File: src/rtl/sram_ctrl_pkg.sv
// sram_ctrl_pkg: shared AHB encodings, FSM states, bank count and byte-strobe helper for sram_ahb_ctrl
package sram_ctrl_pkg;
  localparam logic [1:0] HTRANS_IDLE = 2'b00;
  localparam logic [1:0] HTRANS_BUSY = 2'b01;
  localparam logic [1:0] HTRANS_NONSEQ = 2'b10;
  localparam logic [1:0] HTRANS_SEQ = 2'b11;
  localparam int NUM_BANKS = 4;
  typedef enum logic [2:0] {ST_IDLE, ST_WR, ST_WR_HOLD, ST_ERR1, ST_ERR2} state_t;
  // active-low byte write enables for a transfer of the given size at byte offset a
  function automatic logic [3:0] byte_strb(input logic [2:0] size, input logic [1:0] a);
    return size == 3'd0 ? ~(4'b0001 << a) : size == 3'd1 ? (a[1] ? 4'b0011 : 4'b1100) : 4'b0000;
  endfunction
endpackage

File: src/rtl/sram_ahb_decode.sv
// sram_ahb_decode: bank decode, legality check and byte-strobe generation for one AHB address phase
//   i_bank_sel  bank index taken from the address
//   i_lo        haddr[1:0]
//   i_hsize     AHB size
//   i_bank_on   per-bank power-good
//   o_bank      one-hot (active-high) selected bank
//   o_illegal   size/alignment violation or powered-down bank
//   o_strb      active-low byte write enables
module sram_ahb_decode
  import sram_ctrl_pkg::*;
(
  input  logic [1:0]           i_bank_sel,
  input  logic [1:0]           i_lo,
  input  logic [2:0]           i_hsize,
  input  logic [NUM_BANKS-1:0] i_bank_on,
  output logic [NUM_BANKS-1:0] o_bank,
  output logic                 o_illegal,
  output logic [3:0]           o_strb
);
  assign o_bank = NUM_BANKS'(1) << i_bank_sel;
  assign o_illegal = (i_hsize > 3'd2) | ((i_hsize == 3'd1) & i_lo[0]) |
                     ((i_hsize == 3'd2) & (|i_lo)) | ~(|(o_bank & i_bank_on));
  assign o_strb = byte_strb(i_hsize, i_lo);
endmodule

File: src/rtl/sram_ahb_ctrl.sv
// sram_ahb_ctrl: AHB-Lite slave front end driving the SRAM island bank enables, strobes and address
//   hclk/hreset            clock, synchronous active-high reset
//   hsel/hready_in/htrans/hwrite/hsize/haddr  AHB address phase
//   bank_on                per-bank power-good
//   hreadyout/hresp        AHB response
//   addr/wen_g/cen0..3     SRAM access (same cycle as the access)
//   reg_cen0..3            registered read bank select for the read data phase
//   g_wr_dphase            high while the SRAM performs a write
module sram_ahb_ctrl
  import sram_ctrl_pkg::*;
#(
  parameter int BANK_LSB = 13,
  parameter int ADDR_W = 32
) (
  input  logic              hclk,
  input  logic              hreset,
  input  logic              hsel,
  input  logic              hready_in,
  input  logic [1:0]        htrans,
  input  logic              hwrite,
  input  logic [2:0]        hsize,
  input  logic [ADDR_W-1:0] haddr,
  input  logic [3:0]        bank_on,
  output logic              hreadyout,
  output logic              hresp,
  output logic [ADDR_W-1:0] addr,
  output logic [3:0]        wen_g,
  output logic              cen0,
  output logic              cen1,
  output logic              cen2,
  output logic              cen3,
  output logic              reg_cen0,
  output logic              reg_cen1,
  output logic              reg_cen2,
  output logic              reg_cen3,
  output logic              g_wr_dphase
);
  state_t r_state, w_next;
  logic [ADDR_W-1:0] r_waddr;
  logic [NUM_BANKS-1:0] r_wbank, r_reg_cen, w_bank, w_cen;
  logic [3:0] r_wstrb, w_strb;
  logic w_illegal, w_rd_pres, w_stall, w_sample, w_rd_go, w_wr_cap, w_wr_act, w_err1;
  sram_ahb_decode u_dec (
    .i_bank_sel(haddr[BANK_LSB+1:BANK_LSB]),
    .i_lo      (haddr[1:0]),
    .i_hsize   (hsize),
    .i_bank_on (bank_on),
    .o_bank    (w_bank),
    .o_illegal (w_illegal),
    .o_strb    (w_strb)
  );
  assign w_err1 = ~hreset & (r_state == ST_ERR1);
  assign w_wr_act = ~hreset & (r_state == ST_WR);
  // a read arriving during the write data phase would collide on the single SRAM port
  assign w_rd_pres = hsel & htrans[1] & ~hwrite;
  assign w_stall = w_wr_act & w_rd_pres;
  assign w_sample = ~hreset & hsel & hready_in & htrans[1] & ~w_err1 & ~w_stall;
  assign w_rd_go = w_sample & ~w_illegal & ~hwrite;
  assign w_wr_cap = w_sample & ~w_illegal & hwrite;
  always_comb begin
    w_next = w_err1 ? ST_ERR2 : w_stall ? ST_WR_HOLD : (w_sample & w_illegal) ? ST_ERR1 : w_wr_cap ? ST_WR : ST_IDLE;
    w_cen = w_wr_act ? ~r_wbank : w_rd_go ? ~w_bank : '1;
    addr = w_wr_act ? r_waddr : w_rd_go ? haddr : '0;
    wen_g = w_wr_act ? r_wstrb : 4'hF;
    g_wr_dphase = w_wr_act;
    hreadyout = ~(w_stall | w_err1);
    hresp = ~hreset & ((r_state == ST_ERR1) | (r_state == ST_ERR2));
  end
  assign {cen3, cen2, cen1, cen0} = w_cen;
  assign {reg_cen3, reg_cen2, reg_cen1, reg_cen0} = r_reg_cen;
  always_ff @(posedge hclk) begin
    if (hreset) begin
      r_state <= ST_IDLE;
      r_waddr <= '0;
      r_wbank <= '0;
      r_wstrb <= 4'hF;
      r_reg_cen <= '1;
    end else begin
      r_state <= w_next;
      r_reg_cen <= w_rd_go ? ~w_bank : '1;
      if (w_wr_cap) begin
        r_waddr <= haddr;
        r_wbank <= w_bank;
        r_wstrb <= w_strb;
      end
    end
  end
endmodule

File: config.mk
export PLATFORM = sky130hd
export DESIGN_NAME = sram_ahb_ctrl
export DESIGN_NICKNAME = d
export VERILOG_FILES = /design/src/rtl/sram_ctrl_pkg.sv /design/src/rtl/sram_ahb_decode.sv /design/src/rtl/sram_ahb_ctrl.sv
export SDC_FILE = /design/constraint.sdc
export NUM_CORES = 1
export LEC_CHECK = 0
export BUFFER_PORTS_ARGS = -buffer_cell sky130_fd_sc_hd__buf_2
export CAP_MARGIN = 5
export CORE_MARGIN = 1.5
export CORE_UTILIZATION = 35
export CTS_CLUSTER_SIZE = 24
export DETAILED_ROUTE_END_ITERATION = 8
export HOLD_SLACK_MARGIN = 0.1
export PLACE_DENSITY = 0.65
export SLEW_MARGIN = 25
export SYNTH_ARGS = -nofsm -noshare
export SYNTH_HDL_FRONTEND = slang
export SYNTH_HIERARCHICAL = 1
export SYNTH_SLANG_ARGS = --single-unit
File: constraint.sdc
create_clock -name hclk -period 3.3 [get_ports hclk]
set_input_delay 0.99 -clock hclk [delete_from_list [all_inputs] [get_ports hclk]]
set_output_delay 0.99 -clock hclk [all_outputs]
set_load 0.05 [all_outputs]
==> run metrics, run 1 <==
most frequent cells in the layout 53 x buf_2, 47 x dfxtp_1, 36 x nor2b_1; Worst Tran Pin Value 0.411 ns; drt first pass iters 4; initial antenna violation count 0; fmax 276 MHz; #FFs+latches synth 47; Worst VDD drop 0.170 mV; Area growth syn-to-layout 55.2%; Final ANT Viol Nets 0; WP data required 2.31 ns; Hold Worst Slack 0.493 ns; CTS clk-pin slew, worst paths 0.08 ns; DR vias/cell 4.97; Min-Delay Endpoint r_waddr[6]; Net Count, Synth 281; Power Dens Cells 275 mW/mm^2; Core Footprint 0.00683 mm^2; sequential share of the synthesized area 37.8%; CP arrival 2.63 ns; gr usage total 17.2%; EDFF count, synth 0; hold path start r_waddr[6]; io pins 93; worst r2r src r_state[1]; RSZ-0062 raised after global routing yes; Syn Inst Count 235; TritonCTS clock tree yes; clk_lat worst skew 0.30 ns; Final nets 385; CP endpoint kind output pin; Die Span X 87.3 um; worst setup margin -0.317 ns; CP Depth 9; cell family with most CP delay buffers and inverters; final wirelength 6580 um; first-pass GRT wire length 10,200 um; CP Launch Type primary input; Vias 2,166; Slowest-stage cell, CP mux4_2; number of fill cells 629; root buffer cell clkbuf_8; most frequent cell on the critical path buf_8; Inserted Clock Buffers 5; worst reg-to-reg setup slack 1.73 ns; Die Ht 87.3 um; Synth Warn # 6; critical-path cell list buf_8, mux4_2, o211ai_2, nor2_1, nor4b_4, buf_4, clkbuf_16, a22o_4, buf_8; 1st-iter DRT viols 47; CTS sink count 47; Lkg Pwr 1.81 nW; final setup fails 36; H-tree depth 2; Max Fanout on Critical Path 8; Max stage delay on crit path 0.54 ns; area of the die 0.00762 mm^2; Synth Flop Type dfxtp_1; total global routing overflow 0; syn avg cell area 10.6 um^2; DRC errors left 0; GPL Wtd Cong 0.887; hpwl dp 4240 um; Synth cell types 33; skew final 0.0116 ns; Tmin final 3.62 ns; mapped cell area 0.00249 mm^2; CP bufs+invs 4; Crit Path Category primary input to output pin; failing checks setup timing; WL/cell 15.1 um; worst min-delay path class register to register; clock buffer depth 2; Final Hold Fails 0; design area 0.00386 mm^2; status complete, but fails checks; Final Cycle Share 110%; most common cell after layout, fill and taps aside buf_2; DP Area 0.00337 mm^2; Max Slew Vio Count 0; largest net degree at the start of global routing 39; Worst Reg-to-Reg Cells 4; hold depth 2; Antenna diodes 0; Initial Util 36.4%; row count 30; asr flop ratio synth 0%; max cap viols 0; Rel. slew slack 72.6%; vias in the first global route 2,118; I/O Buffers 91; R2R Path End r_waddr[8]; layout cells sized above 1 58.5%
[metal layers]
metal	up-vias	track usage [%]	wire, um	share of wire, %
met1	1030	21.6	2860	43
met4	0	4.76	64	0.97
met5	-	0	0	0
met2	63	29.7	3340	51
met3	7	3.60	315	4.8
li1	1066	-	-	-
[power by group]
part,switching (mW),total [mW],internal (mW)
sequential,0.00219,0.572,0.570
combinational,0.0590,0.109,0.0500
clock,0.208,0.379,0.171
[per-stage QoR]
step / total power, mW / util, % / instances / setup TNS (ns) / worst slack, ns
CTS: 1.07 / 55.3 / 431 / -11.57 / -0.390
finish: 1.06 / 56.5 / 436 / -9.95 / -0.317
global route: 1.11 / 56.5 / 436 / -11.61 / -0.357
detailed placement: 0.689 / 49.4 / 422 / -13.24 / -0.416
global placement: 0.687 / 49.4 / 422 / -12.27 / -0.387
floorplan: 0.628 / - / 235 / -0.522 / -0.116
[how the worst max path moves through the flow]
stage	start	slack, ns	endpoint
4_1_cts	haddr[13]	-0.39	addr[9]
5_1_grt	haddr[13]	-0.36	addr[24]
3_3_place_gp	haddr[13]	-0.39	addr[30]
2_1_floorplan	haddr[13]	-0.12	cen0
6_report	haddr[13]	-0.32	addr[24]
3_5_place_dp	haddr[13]	-0.42	addr[30]
[flip-flops by register name, indices dropped and copies added, names as in the netlist]
register   count
r_waddr       32
r_reg_cen      4
r_wbank        4
r_state        3
r_wstrb        4
[logic make-up (layout without fill, tap and decap cells)]
group / Yosys count / count (layout) / share of synthesized area, %
compound gates: 54 / 54 / 17.3
buf+inv: 20 / 125 / 5.64
flops: 47 / 47 / 37.8
mux: 35 / 35 / 18.7
simple gates: 79 / 79 / 20.5
[repair_timing]
| action | in CTS | in global routing |
|---|---|---|
| pin swaps | 1 | 2 |
| endpoints found under the setup margin | 36 | 40 |
| hold buffers | 0 | 0 |
| gates resized for setup | 82 | 10 |
| gates cloned | 1 | 2 |
| buffers inserted | 1 | 3 |
[cell type report]
class                           count  area [um^2]  area share, %
Clock buffer                        6         82.6           2.14
Clock inverter                      2         16.3          0.422
Inverter                            2         7.51          0.195
Multi-Input combinational cell    168         1690           43.8
Sequential cell                    47          941           24.4
Tap cell                           96          120           3.11
Timing Repair Buffer              115         1000           25.9
[worst register-to-register path: stages (launching register included)]
cell and delay (ns):
dfxtp_1 0.44, nand3b_1 0.23, nand3_2 0.16, buf_12 0.25, mux2_2 0.39
[synth_stat cells, types with 5 or more instances]
library cell  instances  area share [%]
dfxtp_1              47              38
nor2b_1              36             9.1
a22o_1               32              11
mux2_2               18             8.2
mux2_4               16             9.7
nor2_1               14             2.1
a21oi_1               8             1.6
buf_6                 8             3.6
clkbuf_1              8             1.2
nand2b_1              7             1.8
a22oi_1               5             1.5
nand2_1               5            0.75
nor4_1                5             1.3
Power figures use the tool's default switching activity.
==> run 2, diff against run 1 <==
- PLACE_DENSITY: 0.65 -> 0.67
- clock period: 3.3 -> 3.26 ns (I/O delays scaled with it)
==> run 2 against run 1 <==
The flow still finishes with violations (setup timing). Clock-buffer cell count decreased by 1. Global-route usage down 0.24 points. Register-to-register slack worse by 0.22 ns. Sequential share of layout area shrank 0.27 points. Final area up 1.1%. Largest power group unchanged.
==> run metrics, run 2 (same netlist as run 1, synthesis figures left out) <==
Seq. cell area 941 um^2 (unchanged); status complete, but fails checks (unchanged); hold path start r_waddr[6] (unchanged); io pins 93 (unchanged); Lkg Pwr 1.83 nW (was 1.81 nW); Reg with most FFs r_waddr (unchanged); Hold Worst Slack 0.492 ns (was 0.493 ns); Final Hold Fails 0 (unchanged); Max Fanout on Critical Path 7 (was 8); clk_lat worst skew 0.30 ns (about the same); WL/cell 14.7 um (was 15.1 um); Logic pwr share 9.7% (was 10.3%); DP Area 0.00341 mm^2 (was 0.00337 mm^2); root buffer cell clkbuf_8 (unchanged); most frequent cells in the layout 54 x buf_2, 47 x dfxtp_1, 36 x nor2b_1 (was 53 x buf_2, 47 x dfxtp_1, 36 x nor2b_1); CP arrival 2.57 ns (was 2.63 ns); Sw Pwr 0.257 mW (was 0.269 mW); Vias 2,159 (was 2,166); 1st-iter DRT viols 65 (was 47); Rel. slew slack 73.5% (was 72.6%); CTS sink count 47 (unchanged); TritonCTS clock tree yes (unchanged); Die Ht 87.3 um (unchanged); fmax 282 MHz; hold buffers post-CTS 0 (unchanged); CTS clk-pin slew, worst paths 0.08 ns (about the same); gr usage total 16.9% (was 17.2%); H-tree depth 2 (unchanged); clock buffer depth 2 (unchanged); skew final 0.00923 ns (was 0.0116 ns); Worst VDD drop 0.144 mV (was 0.170 mV); final setup TNS -8.86 ns (was -9.95 ns); Max Slew Vio Count 0 (unchanged); RSZ-0062 raised after global routing yes (unchanged); vias in the first global route 2,118 (unchanged); largest net degree at the start of global routing 26 (was 39); final wirelength 6420 um (was 6580 um); Initial Util 36.4% (unchanged); sw frac 23.3% (was 25.4%); CP endpoint kind output pin (unchanged); Final Cycle Share 109%; number of fill cells 626 (was 629); area occupied by multi-input gates 0.00169 mm^2 (unchanged); worst setup margin -0.287 ns (was -0.317 ns); Clock Power Share 38.0% (was 35.8%); max cap viols 0 (unchanged); final setup fails 36 (unchanged); design area 0.00390 mm^2 (was 0.00386 mm^2); first-pass GRT wire length 10,100 um (was 10,200 um); Crit Path Category primary input to output pin (unchanged); DR vias/cell 4.95 (was 4.97); drt first pass iters 4 (unchanged); Die Span X 87.3 um (unchanged); layout cells sized above 1 58.5% (unchanged); I/O Buffers 91 (unchanged); DP Cell Count 424 (was 422); Worst Tran Pin Value 0.396 ns (was 0.411 ns); Core Footprint 0.00683 mm^2 (unchanged); Inserted Clock Buffers 5 (unchanged); start point of the critical path haddr[13] (unchanged); initial antenna violation count 0 (unchanged); Tmin final 3.55 ns; area of the die 0.00762 mm^2 (unchanged); Largest register FFs 32 (unchanged); row count 30 (unchanged); failing checks setup timing (unchanged); Final Non-Filler Cells 436 (unchanged); worst r2r src r_state[2] (was r_state[1]); Area growth syn-to-layout 56.9% (was 55.2%); WP data required 2.28 ns (was 2.31 ns); Sequential Power Share 52.3% (was 53.9%); total global routing overflow 0 (unchanged); Antenna diodes 0 (unchanged); Final ANT Viol Nets 0 (unchanged); CP Launch Type primary input (unchanged); most common cell after layout, fill and taps aside buf_2 (unchanged); Power Dens Cells 284 mW/mm^2 (was 275 mW/mm^2); Int Power 0.850 mW (was 0.791 mW); hpwl dp 4410 um (was 4240 um); worst min-delay path class register to register (unchanged); Final nets 386 (was 385); DRC errors left 0 (unchanged); GPL Wtd Cong 0.853 (was 0.887)
## run 2: metal layers
metal | up-vias | share of wire, % | global-route usage [%]
li1 | 1066 | - | -
met1 | 1021 | 42 | 20.8
met2 | 63 | 51 | 29.4
met3 | 9 | 5.6 | 3.32
met4 | 0 | 1.8 | 5.92
met5 | - | 0 | 0
## run 2: final cells by class
| type | instances | area share (%) |
|---|---|---|
| Timing Repair Buffer | 116 | 26.6 |
| Tap cell | 96 | 3.08 |
| Multi-Input combinational cell | 168 | 43.3 |
| Inverter | 2 | 0.192 |
| Clock buffer | 5 | 1.76 |
| Clock inverter | 2 | 0.962 |
| Sequential cell | 47 | 24.1 |
## run 2: final timing paths
check	cells after the start	to	slack, ns
setup / recovery	9	addr[12]	-0.29
hold / removal	2	r_waddr[6]	0.49
setup reg to reg	4	r_waddr[18]	1.51
hold reg to reg	2	r_waddr[6]	0.49
## run 2: metrics by stage
step                total power, mW  worst slack [ns]  utilization, %
floorplan                     0.635            -0.132               -
global placement              0.695            -0.405            50.0
detailed placement            0.697            -0.395            50.0
CTS                            1.12            -0.307            55.4
global route                   1.16            -0.345            57.1
finish                         1.11            -0.287            57.1
## run 2: worst max-delay path, cell delays in order
cell and delay [ns]:
buf_6 0.07, mux4_2 0.52, o211ai_2 0.11, nor2_1 0.06, nor4b_4 0.14, buf_6 0.17, buf_16 0.15, a22o_4 0.22
buf_8 0.15
## run 2: what timing repair did
action / 4_1_cts / 5_1_grt
setup endpoints to repair: 36 / 38
endpoints found under the hold margin: 0 / 0
resized for setup: 65 / 36
gates cloned: 2 / 0
buffers inserted: 1 / 2
pin swaps: 2 / 1
## run 2: power by group through the flow
stage | logic [mW] | registers [mW] | clock network, mW
global route | 0.117 | 0.579 | 0.463
floorplan | 0.0435 | 0.592 | 0
finish | 0.107 | 0.579 | 0.421
detailed placement | 0.105 | 0.592 | 0
global placement | 0.103 | 0.592 | 0
CTS | 0.108 | 0.579 | 0.438
==> run 3, diff against run 2 <==
- CORE_ASPECT_RATIO: default -> 1.1
- CORE_MARGIN: 1.5 -> default
- PLACE_DENSITY: 0.67 -> 0.65
- clock period: 3.26 -> 3.7 ns (I/O delays scaled with it)
==> run 3 against run 2 <==
The run still ends with setup timing left. Largest power group unchanged. Critical path depth stayed put. Global-route usage grew 0.94 points. Register-to-register slack gained 0.37 ns. Via count increased by 0.65%. Largest cell class unchanged. First-iteration DRC count decreased by 3.1%. Sequential power is 12% lower. Final area shrank 11%. Flip-flop and latch count did not move. Utilization is 5.3 points lower. Clock-buffer cell count stayed put. Critical path type unchanged. Power down 11%.
==> run metrics, run 3 (same netlist as run 1, synthesis figures left out) <==
Antenna diodes 0 (unchanged); largest net degree at the start of global routing 43 (was 26); GPL Wtd Cong 0.783 (was 0.853); Max Fanout on Critical Path 24 (was 7); hpwl dp 4230 um (was 4410 um); Final Non-Filler Cells 414 (was 436); Sequential Power Share 51.7% (was 52.3%); CTS clk-pin slew, worst paths 0.09 ns (was 0.08 ns); Largest register FFs 32 (unchanged); area of the die 0.00744 mm^2 (was 0.00762 mm^2); Final Cycle Share 103%; Final Hold Fails 0 (unchanged); DP Cell Count 405 (was 424); Tmin final 3.81 ns; hold depth 2 (unchanged); worst setup margin -0.109 ns (was -0.287 ns); Worst Tran Pin Value 0.474 ns (was 0.396 ns); WP data required 2.59 ns (was 2.28 ns); fmax 263 MHz; worst min-delay path class register to register (unchanged); Int Power 0.753 mW (was 0.850 mW); CTS sink count 47 (unchanged); row count 31 (was 30); Inserted Clock Buffers 5 (unchanged); most common cell after layout, fill and taps aside buf_2 (unchanged); drt first pass iters 4 (unchanged); Logic pwr share 8.8% (was 9.7%); Worst Reg-to-Reg Cells 4 (unchanged); clk_lat worst skew 0.30 ns (about the same); Worst VDD drop 0.204 mV (was 0.144 mV); DRC errors left 0 (unchanged); Max Slew Vio Count 0 (unchanged); 1st-iter DRT viols 63 (was 65); Core Footprint 0.00671 mm^2 (was 0.00683 mm^2); TritonCTS clock tree yes (unchanged); CP arrival 2.70 ns (was 2.57 ns); Power Dens Cells 284 mW/mm^2 (about the same); I/O Buffers 91 (unchanged); Placement Setup Slack -0.219 ns (was -0.395 ns); clock buffer depth 2 (unchanged); DR vias/cell 5.25 (was 4.95); Reg with most FFs r_waddr (unchanged); skew final 0.00492 ns (was 0.00923 ns); H-tree depth 2 (unchanged); max cap viols 0 (unchanged); total power 0.985 mW (was 1.11 mW); gr usage total 17.9% (was 16.9%); Initial Util 37.1% (was 36.4%); vias in the first global route 2,120 (was 2,118); Crit Path Category primary input to output pin (unchanged); Final nets 377 (was 386); Area growth syn-to-layout 39.7% (was 56.9%); Sw Pwr 0.232 mW (was 0.257 mW); Die Ht 90.4 um (was 87.3 um); hold buffers post-CTS 0 (unchanged); most frequent cells in the layout 54 x buf_2, 47 x dfxtp_1, 36 x nor2b_1 (unchanged); root buffer cell clkbuf_8 (unchanged); first-pass GRT wire length 10,300 um (was 10,100 um); CP endpoint kind output pin (unchanged); Die Span X 82.4 um (was 87.3 um); Vias 2,173 (was 2,159); initial antenna violation count 0 (unchanged); sw frac 23.6% (was 23.3%); failing checks setup timing (unchanged); layout cells sized above 1 48.8% (was 58.5%); Clock Power Share 39.4% (was 38.0%); Rel. slew slack 68.4% (was 73.5%); Final ANT Viol Nets 0 (unchanged); status complete, but fails checks (unchanged); io pins 93 (unchanged); RSZ-0062 raised after global routing yes (unchanged); final setup fails 36 (unchanged); CP Launch Type primary input (unchanged); total global routing overflow 0 (unchanged); Lkg Pwr 1.54 nW (was 1.83 nW); Final Util 51.8% (was 57.1%); final wirelength 6350 um (was 6420 um); WL/cell 15.3 um (was 14.7 um); Hold Worst Slack 0.492 ns (about the same)
run 3: final timing paths:
| path | startpoint | to | slack, ns |
|---|---|---|---|
| max | haddr[13] | addr[14] | -0.11 |
| min | r_waddr[6] | r_waddr[6] | 0.49 |
| max reg2reg | r_state[2] | r_waddr[17] | 1.88 |
| min reg2reg | r_waddr[6] | r_waddr[6] | 0.49 |
run 3: layer usage:
metal | vias to the layer above | share of wire [%] | global-route usage, %
met5 | - | 0 | 0
met4 | 0 | 2.0 | 6.29
met3 | 8 | 5.3 | 5.15
met2 | 58 | 50 | 29.1
met1 | 1059 | 43 | 22.0
li1 | 1048 | - | -
run 3: per-stage QoR:
stage	instance area (um^2)	TNS, ns
final	3470	-2.68
after detailed placement	3110	-6.07
after global routing	3470	-4.06
after global placement	3110	-6.28
after CTS	3450	-2.54
after floorplan	2510	0
run 3: critical path, stage by stage:
cell	delay, ns
buf_8	0.07
mux4_2	0.52
o211ai_2	0.10
nor2_1	0.06
nor4b_4	0.12
buf_4	0.17
buf_12	0.16
a22o_4	0.23
buf_12	0.15
run 3: what timing repair did:
item	CTS	global route
setup buffers	10	1
pin swaps	10	8
cloned	0	0
endpoints found under the setup margin	36	36
gates resized for setup	70	3
run 3: cell type report:
cell class / instances / area, um^2
clock buffer: 5 / 68.8
sequential: 47 / 941
fill: 634 / 3240
clock inverter: 3 / 47.5
timing repair buffer: 107 / 870
inverter: 2 / 7.51
multi-input combinational: 168 / 1440
tap: 82 / 103
run 3: power by group through the flow:
stage / logic [mW] / clock network (mW) / registers [mW]
detailed placement: 0.0844 / 0 / 0.522
finish: 0.0869 / 0.389 / 0.510
floorplan: 0.0363 / 0 / 0.521
global placement: 0.0818 / 0 / 0.521
CTS: 0.0866 / 0.409 / 0.510
global route: 0.0943 / 0.426 / 0.510
